File: src/rtl/fft_pkg.sv
// Shared FFT datapath definitions: default widths, complex sample type and
// the saturating narrowing helper used by the butterfly pipelines.
package fft_pkg;

    localparam int unsigned FFT_DATA_W    = 16;
    localparam int unsigned FFT_FRAC_BITS = 15;
    // Twiddle carries one extra integer bit so that +1.0 is representable.
    localparam int unsigned TWID_W        = FFT_FRAC_BITS + 2;
    // Common width the saturation helper works in; wide enough for any stage.
    localparam int unsigned SAT_IN_W      = 64;

    // Complex sample: [0] = real, [1] = imaginary.
    typedef logic [1:0][FFT_DATA_W-1:0] cplx_t;

    // Clamp a signed value to the range of a w-bit signed number.
    function automatic logic signed [SAT_IN_W-1:0] sat_to_width(
        input  logic signed [SAT_IN_W-1:0] x,
        input  int unsigned                w,
        output logic                       clamped
    );
        logic signed [SAT_IN_W-1:0] hi;
        logic signed [SAT_IN_W-1:0] lo;
        logic signed [SAT_IN_W-1:0] res;
        hi      = (64'sd1 <<< (w - 32'd1)) - 64'sd1;
        lo      = -hi - 64'sd1;
        res     = x;
        clamped = 1'b0;
        if (x > hi) begin
            res     = hi;
            clamped = 1'b1;
        end else if (x < lo) begin
            res     = lo;
            clamped = 1'b1;
        end
        return res;
    endfunction

endpackage

File: src/rtl/cplx_conj_mul.sv
// Registered conjugate multiply p = d * conj(t), scaled down by FRAC_BITS
// with an arithmetic shift (floor). Two register levels: products, then
// sum/shift. All registers advance only when en_i is high.
//   clk_i : clock
//   en_i  : pipeline advance
//   d_i   : complex data, A_W-bit signed components ([0]=re, [1]=im)
//   t_i   : complex twiddle, T_W-bit signed components
//   p_o   : complex result, P_W-bit signed components (2 cycles after d_i/t_i)
module cplx_conj_mul #(
    parameter  int unsigned A_W       = 17,
    parameter  int unsigned T_W       = 17,
    parameter  int unsigned FRAC_BITS = 15,
    localparam int unsigned P_W       = A_W + T_W + 1 - FRAC_BITS
) (
    input  logic                clk_i,
    input  logic                en_i,
    input  logic [1:0][A_W-1:0] d_i,
    input  logic [1:0][T_W-1:0] t_i,
    output logic [1:0][P_W-1:0] p_o
);

    localparam int unsigned PRD_W  = A_W + T_W;
    localparam int unsigned FULL_W = PRD_W + 1;

    logic signed [A_W-1:0]    w_d_re, w_d_im;
    logic signed [T_W-1:0]    w_t_re, w_t_im;
    logic signed [PRD_W-1:0]  w_p_rr, w_p_ii, w_p_ir, w_p_ri;
    logic signed [PRD_W-1:0]  r_p_rr, r_p_ii, r_p_ir, r_p_ri;
    logic signed [FULL_W-1:0] w_re, w_im;
    logic [1:0][P_W-1:0]      r_p;

    // Full-precision partial products of d * conj(t).
    always_comb begin
        w_d_re = $signed(d_i[0]);
        w_d_im = $signed(d_i[1]);
        w_t_re = $signed(t_i[0]);
        w_t_im = $signed(t_i[1]);
        w_p_rr = PRD_W'(w_d_re) * PRD_W'(w_t_re);
        w_p_ii = PRD_W'(w_d_im) * PRD_W'(w_t_im);
        w_p_ir = PRD_W'(w_d_im) * PRD_W'(w_t_re);
        w_p_ri = PRD_W'(w_d_re) * PRD_W'(w_t_im);
    end

    // Product register level.
    always_ff @(posedge clk_i) begin
        if (en_i) begin
            r_p_rr <= w_p_rr;
            r_p_ii <= w_p_ii;
            r_p_ir <= w_p_ir;
            r_p_ri <= w_p_ri;
        end
    end

    // Conjugate combine; the sum needs one bit more than a product.
    always_comb begin
        w_re = FULL_W'(r_p_rr) + FULL_W'(r_p_ii);
        w_im = FULL_W'(r_p_ir) - FULL_W'(r_p_ri);
    end

    // Result register level: floor scaling by the twiddle's fraction bits.
    always_ff @(posedge clk_i) begin
        if (en_i) begin
            r_p[0] <= P_W'(w_re >>> FRAC_BITS);
            r_p[1] <= P_W'(w_im >>> FRAC_BITS);
        end
    end

    assign p_o = r_p;

endmodule

File: src/rtl/butterfly_inv_pipe.sv
// Pipelined inverse radix-2 butterfly: A = A' + B', B = conj(W) * (A' - B'),
// both saturated to DATA_WIDTH. Valid/ready stream in and out; the whole
// pipeline advances together whenever the output register is free.
//   clk_i, rst_ni          : clock, asynchronous active-low reset
//   in_valid_i/in_ready_o  : input handshake (in_ready_o is combinational)
//   twid_i, a_i, b_i       : W, A', B' ([0]=re, [1]=im)
//   out_valid_o/out_ready_i: output handshake (out_valid_o registered)
//   a_o, b_o               : A, B
//   out_sat_o              : some component of the current output clamped
//   sat_o, clr_i           : sticky saturation flag and its synchronous clear
module butterfly_inv_pipe
    import fft_pkg::*;
#(
    parameter int unsigned DATA_WIDTH = FFT_DATA_W,
    parameter int unsigned FRAC_BITS  = FFT_FRAC_BITS
) (
    input  logic                               clk_i,
    input  logic                               rst_ni,
    input  logic                               in_valid_i,
    output logic                               in_ready_o,
    input  logic signed [1:0][FRAC_BITS+1:0]   twid_i,
    input  logic signed [1:0][DATA_WIDTH-1:0]  a_i,
    input  logic signed [1:0][DATA_WIDTH-1:0]  b_i,
    output logic                               out_valid_o,
    input  logic                               out_ready_i,
    output logic signed [1:0][DATA_WIDTH-1:0]  a_o,
    output logic signed [1:0][DATA_WIDTH-1:0]  b_o,
    output logic                               out_sat_o,
    output logic                               sat_o,
    input  logic                               clr_i
);

    localparam int unsigned T_W    = FRAC_BITS + 2;
    localparam int unsigned SUM_W  = DATA_WIDTH + 1;
    localparam int unsigned PROD_W = SUM_W + T_W + 1 - FRAC_BITS;

    logic                         w_en;
    logic                         r_v_s1, r_v_m1, r_v_m2, r_v_out;
    logic [1:0][SUM_W-1:0]        r_s_s1, r_d_s1;
    logic [1:0][T_W-1:0]          r_t_s1;
    logic [1:0][SUM_W-1:0]        r_s_m1, r_s_m2;
    logic [1:0][PROD_W-1:0]       w_p;
    logic [1:0][DATA_WIDTH-1:0]   w_a_sat, w_b_sat;
    logic                         w_sat_any;
    logic signed [SAT_IN_W-1:0]   w_tmp;
    logic                         w_clamp;
    logic [1:0][DATA_WIDTH-1:0]   r_a, r_b;
    logic                         r_out_sat, r_sat;

    // Everything moves when the output register is empty or being drained.
    assign w_en       = !r_v_out || out_ready_i;
    assign in_ready_o = w_en;

    // Valid bits are the only state that must reset.
    always_ff @(posedge clk_i or negedge rst_ni) begin
        if (!rst_ni) begin
            r_v_s1  <= 1'b0;
            r_v_m1  <= 1'b0;
            r_v_m2  <= 1'b0;
            r_v_out <= 1'b0;
        end else if (w_en) begin
            r_v_s1  <= in_valid_i;
            r_v_m1  <= r_v_s1;
            r_v_m2  <= r_v_m1;
            r_v_out <= r_v_m2;
        end
    end

    // S1: exact sum and difference, twiddle travels alongside.
    always_ff @(posedge clk_i) begin
        if (w_en) begin
            for (int i = 0; i < 2; i++) begin
                r_s_s1[i] <= SUM_W'($signed(a_i[i])) + SUM_W'($signed(b_i[i]));
                r_d_s1[i] <= SUM_W'($signed(a_i[i])) - SUM_W'($signed(b_i[i]));
            end
            r_t_s1 <= twid_i;
        end
    end

    // S2: conjugate multiply of the difference; the sum is delayed to match.
    cplx_conj_mul #(
        .A_W       (SUM_W),
        .T_W       (T_W),
        .FRAC_BITS (FRAC_BITS)
    ) u_conj_mul (
        .clk_i (clk_i),
        .en_i  (w_en),
        .d_i   (r_d_s1),
        .t_i   (r_t_s1),
        .p_o   (w_p)
    );

    always_ff @(posedge clk_i) begin
        if (w_en) begin
            r_s_m1 <= r_s_s1;
            r_s_m2 <= r_s_m1;
        end
    end

    // S3: clamp all four components, note whether any clamped.
    always_comb begin
        w_a_sat   = '0;
        w_b_sat   = '0;
        w_sat_any = 1'b0;
        w_tmp     = '0;
        w_clamp   = 1'b0;
        for (int i = 0; i < 2; i++) begin
            w_tmp      = sat_to_width(SAT_IN_W'($signed(r_s_m2[i])), DATA_WIDTH, w_clamp);
            w_a_sat[i] = DATA_WIDTH'(w_tmp);
            w_sat_any  = w_sat_any | w_clamp;
            w_tmp      = sat_to_width(SAT_IN_W'($signed(w_p[i])), DATA_WIDTH, w_clamp);
            w_b_sat[i] = DATA_WIDTH'(w_tmp);
            w_sat_any  = w_sat_any | w_clamp;
        end
    end

    // Output register: held while stalled.
    always_ff @(posedge clk_i or negedge rst_ni) begin
        if (!rst_ni) begin
            r_a       <= '0;
            r_b       <= '0;
            r_out_sat <= 1'b0;
        end else if (w_en) begin
            r_a       <= w_a_sat;
            r_b       <= w_b_sat;
            r_out_sat <= w_sat_any;
        end
    end

    // Sticky flag: a saturating beat leaving the block beats a clear.
    always_ff @(posedge clk_i or negedge rst_ni) begin
        if (!rst_ni) begin
            r_sat <= 1'b0;
        end else begin
            r_sat <= (r_sat && !clr_i) || (r_v_out && out_ready_i && r_out_sat);
        end
    end

    assign out_valid_o = r_v_out;
    assign a_o         = r_a;
    assign b_o         = r_b;
    assign out_sat_o   = r_out_sat;
    assign sat_o       = r_sat;

endmodule
File: config.mk
export PLATFORM = sky130hd
export DESIGN_NAME = butterfly_inv_pipe
export DESIGN_NICKNAME = d
export VERILOG_FILES = /design/src/rtl/fft_pkg.sv /design/src/rtl/cplx_conj_mul.sv /design/src/rtl/butterfly_inv_pipe.sv
export SDC_FILE = /design/constraint.sdc
export NUM_CORES = 2
export LEC_CHECK = 0
export ABC_CLOCK_PERIOD_IN_PS = 19750
export BUFFER_PORTS_ARGS = -buffer_cell sky130_fd_sc_hd__buf_2
export CAP_MARGIN = 25
export CORE_ASPECT_RATIO = 1.75
export CORE_MARGIN = 3
export CORE_UTILIZATION = 35
export CTS_BUF_LIST = sky130_fd_sc_hd__clkbuf_16
export CTS_CLUSTER_DIAMETER = 30
export CTS_CLUSTER_SIZE = 20
export DETAILED_ROUTE_END_ITERATION = 10
export PLACE_DENSITY = 0.47
export SLEW_MARGIN = 10
export SYNTH_ARGS = -nofsm -noshare
export SYNTH_HDL_FRONTEND = slang
export SYNTH_SLANG_ARGS = --single-unit
File: constraint.sdc
create_clock -name clk_i -period 19.75 [get_ports clk_i]
set_input_delay 3.95 -clock clk_i [delete_from_list [all_inputs] [get_ports clk_i]]
set_output_delay 3.95 -clock clk_i [all_outputs]
set_load 0.03 [all_outputs]
==> flow_summary.ini <==
[logic_synthesis]
ys_seq_elements = 414
yosysSeqAreaShare_pct = 19.5
yosys_warnings = 0
syn-mean-instance-area_sq_um = 10.0
synth_edf_count = 344
syn_nets = 7953
async_reset_ff_share_pct = 16.9
synth_area_sq_um = 61900
synth.distinct_cells = 86
ys.flop_type = edfxtp_1
synthCells = 6192

[finish]
final_area_sq_um = 68700
final_common_cell = inv_1
num-nets-final = 8045
multiInputGateArea_sq_um = 43900
n_fill_cell = 17600
layout_common_cells = 1343 x inv_1, 1188 x fa_1, 699 x nand2_1
drive_gt1_share_pct = 6.99
synthToLayoutAreaGrowth_pct = 10.9
fin_cells = 8623
fin_util_pct = 39.2
final-seq-area_sq_um = 12100

[outcome]
outcome = finished, final reports clean

[timing]
fmaxAchievable_mhz = 105
slew_violations = 0
min_period_ns = 9.57
tns_ns = 0
finalCritPeriodShare_pct = 48.4
setup_viol = 0
fin_worst_skew_ns = 0.0951
max-slew-margin-rel_pct = 37.3
worst_slew_pin_slew_ns = 0.917
final_hold_viol_count = 0
grt_setup_unrepaired = no

[clock_tree]
clk_latency_ns = 0.73
clk_pin_slew_ns = 0.05
cts_buffers = 94
post-cts-setup-buffers = 0
cts-resized-gates = 0
clockRootBuffer = clkbuf_16
hold_buffers = 0
h-tree-depth = 3
clock_sinks = 414
cts_buffer_depth = 3
cts_tree = built

[worst_setup_path]
end_kind = output pin
worst-endpoint-required_ns = 15.80
path_class = input pin to output pin
worst-endpoint-arrival_ns = 5.62
path_max_fanout = 93
critPathLaunchType = input pin

[grt]
grt_use_total_pct = 18.6
grt_antenna_before_repair = 1
use_met2_pct = 35.5
grt.busiest_layer = met2
grt_use_met1_pct = 20.1
grt_overflow = 0
grt_pass1_vias = 46700
grt_max_degree = 114
met3_usage_pct = 1.56
grt_pass1_wl_mm = 260

[flow_run]
maxCapViolCount = 0

[detailed_routing]
totalWireLength_mm = 162
route.detailed.drc = 0
ant_nets = 0
wl_per_cell_um = 18.8
initialDrtViolationCount = 1633
via_per_inst = 4.82
dr.pass1.iters = 7
via_count = 41600

[placement]
dpl_cell_area_sq_um = 65300
placedCellCount = 8440
port_buffers = 170
place.gp.congestion = 0.805
hpwl_mm = 125

[floorplan]
initial_utilization_pct = 35.3
chipWidth_um = 324
die_area_sq_um = 182000
die_h_um = 562
ios = 171
num_rows = 203
coreArea_sq_um = 175000

[worst_hold_path]
hp-class = register to register
[Yosys cell counts (all sizes together) (70+ instances only)]
| cell | count | area share, % |
|---|---|---|
| and2 | 595 | 6.0 |
| nor2 | 182 | 1.1 |
| nand2 | 699 | 4.2 |
| dfrtp | 70 | 2.8 |
| a21oi | 163 | 1.3 |
| inv | 1339 | 8.1 |
| clkbuf | 248 | 1.5 |
| edfxtp | 344 | 17 |
| o21ai | 206 | 1.7 |
| ha | 470 | 9.5 |
| fa | 1188 | 38 |
| xnor2 | 183 | 2.6 |
[flip-flops by register name, summed over array words and instances, names as in the netlist]
| name | flops |
|---|---|
| u_conj_mul.r_p_ir | 34 |
| a_o | 32 |
| u_conj_mul.p_o | 40 |
| u_conj_mul.r_p_rr | 34 |
| out_valid_o | 1 |
| r_t_s1 | 34 |
| r_s_m2 | 34 |
| sat_o | 1 |
| r_s_m1 | 34 |
| b_o | 32 |
| r_v_m1 | 1 |
| r_v_m2 | 1 |
| u_conj_mul.r_p_ri | 34 |
| r_v_s1 | 1 |
| r_d_s1 | 32 |
| u_conj_mul.r_p_ii | 34 |
| out_sat_o | 1 |
| r_s_s1 | 34 |
[routing by layer]
| layer | share of wire [%] | vias to the layer above |
|---|---|---|
| met4 | 6.7 | 0 |
| met3 | 2.4 | 249 |
| li1 | - | 19100 |
| met5 | 0 | - |
| met1 | 36 | 21700 |
| met2 | 55 | 578 |
[area by class of cell]
class                           instances  share of cell area [%]
Timing Repair Buffer                  249                    2.18
Inverter                             1341                    7.34
Clock buffer                           95                    3.46
Antenna cell                            2                 0.00729
Sequential cell                       414                    17.6
Tap cell                             2255                    4.11
Multi-Input combinational cell       4184                    63.9
Clock inverter                         83                    1.46
[worst paths after layout]
| path | from | end | slack [ns] | cells past startpoint |
|---|---|---|---|---|
| worst max-delay path | out_ready_i | in_ready_o | 10.18 | 4 |
| worst min-delay path | r_s_m1[19]$_DFFE_PP_ | r_s_m2[19]$_DFFE_PP_ | 0.38 | 0 |
| worst max register to register | r_t_s1[2]$_DFFE_PP_ | u_conj_mul.r_p_rr[33]$_DFFE_PP_ | 12.53 | 21 |
| worst min register to register | r_s_m1[19]$_DFFE_PP_ | r_s_m2[19]$_DFFE_PP_ | 0.38 | 0 |
| max in group asynchronous | rst_ni | b_o[13]$_DFFE_PN0P_ | 16.09 | 2 |
| min in group asynchronous | rst_ni | a_o[21]$_DFFE_PN0P_ | 3.11 | 1 |
[worst max-delay path, cell delays in order]
cell     delay (ns)
buf_2          0.12
nor2b_4        0.71
inv_8          0.43
buf_2          0.33
[per-stage QoR]
| stage | setup slack (ns) | hold WS [ns] |
|---|---|---|
| 3_3_place_gp | 10.15 | 0.401 |
| 4_1_cts | 10.15 | 0.380 |
| 3_5_place_dp | 10.15 | 0.405 |
| 6_report | 10.18 | 0.379 |
| 5_1_grt | 9.99 | 0.381 |
| 2_1_floorplan | 1.83 | 0.400 |
[cells by family (layout without fill, tap and decap cells)]
| kind of cell | after synthesis | in the layout | synth area share [%] |
|---|---|---|---|
| AND/OR/NAND/NOR | 1671 | 1671 | 13.3 |
| adder cells (fa/ha/maj) | 1658 | 1658 | 47.9 |
| buffers and inverters | 1594 | 1768 | 9.68 |
| AO/OA/AOI/OAI | 633 | 633 | 6.49 |
| flip-flops | 414 | 414 | 19.5 |
| XOR/XNOR | 222 | 222 | 3.14 |
| other | 0 | 2 | 0 |
Power is not shown: default switching activity piles up to over one toggle a cycle in this logic, so the estimate is an artifact.
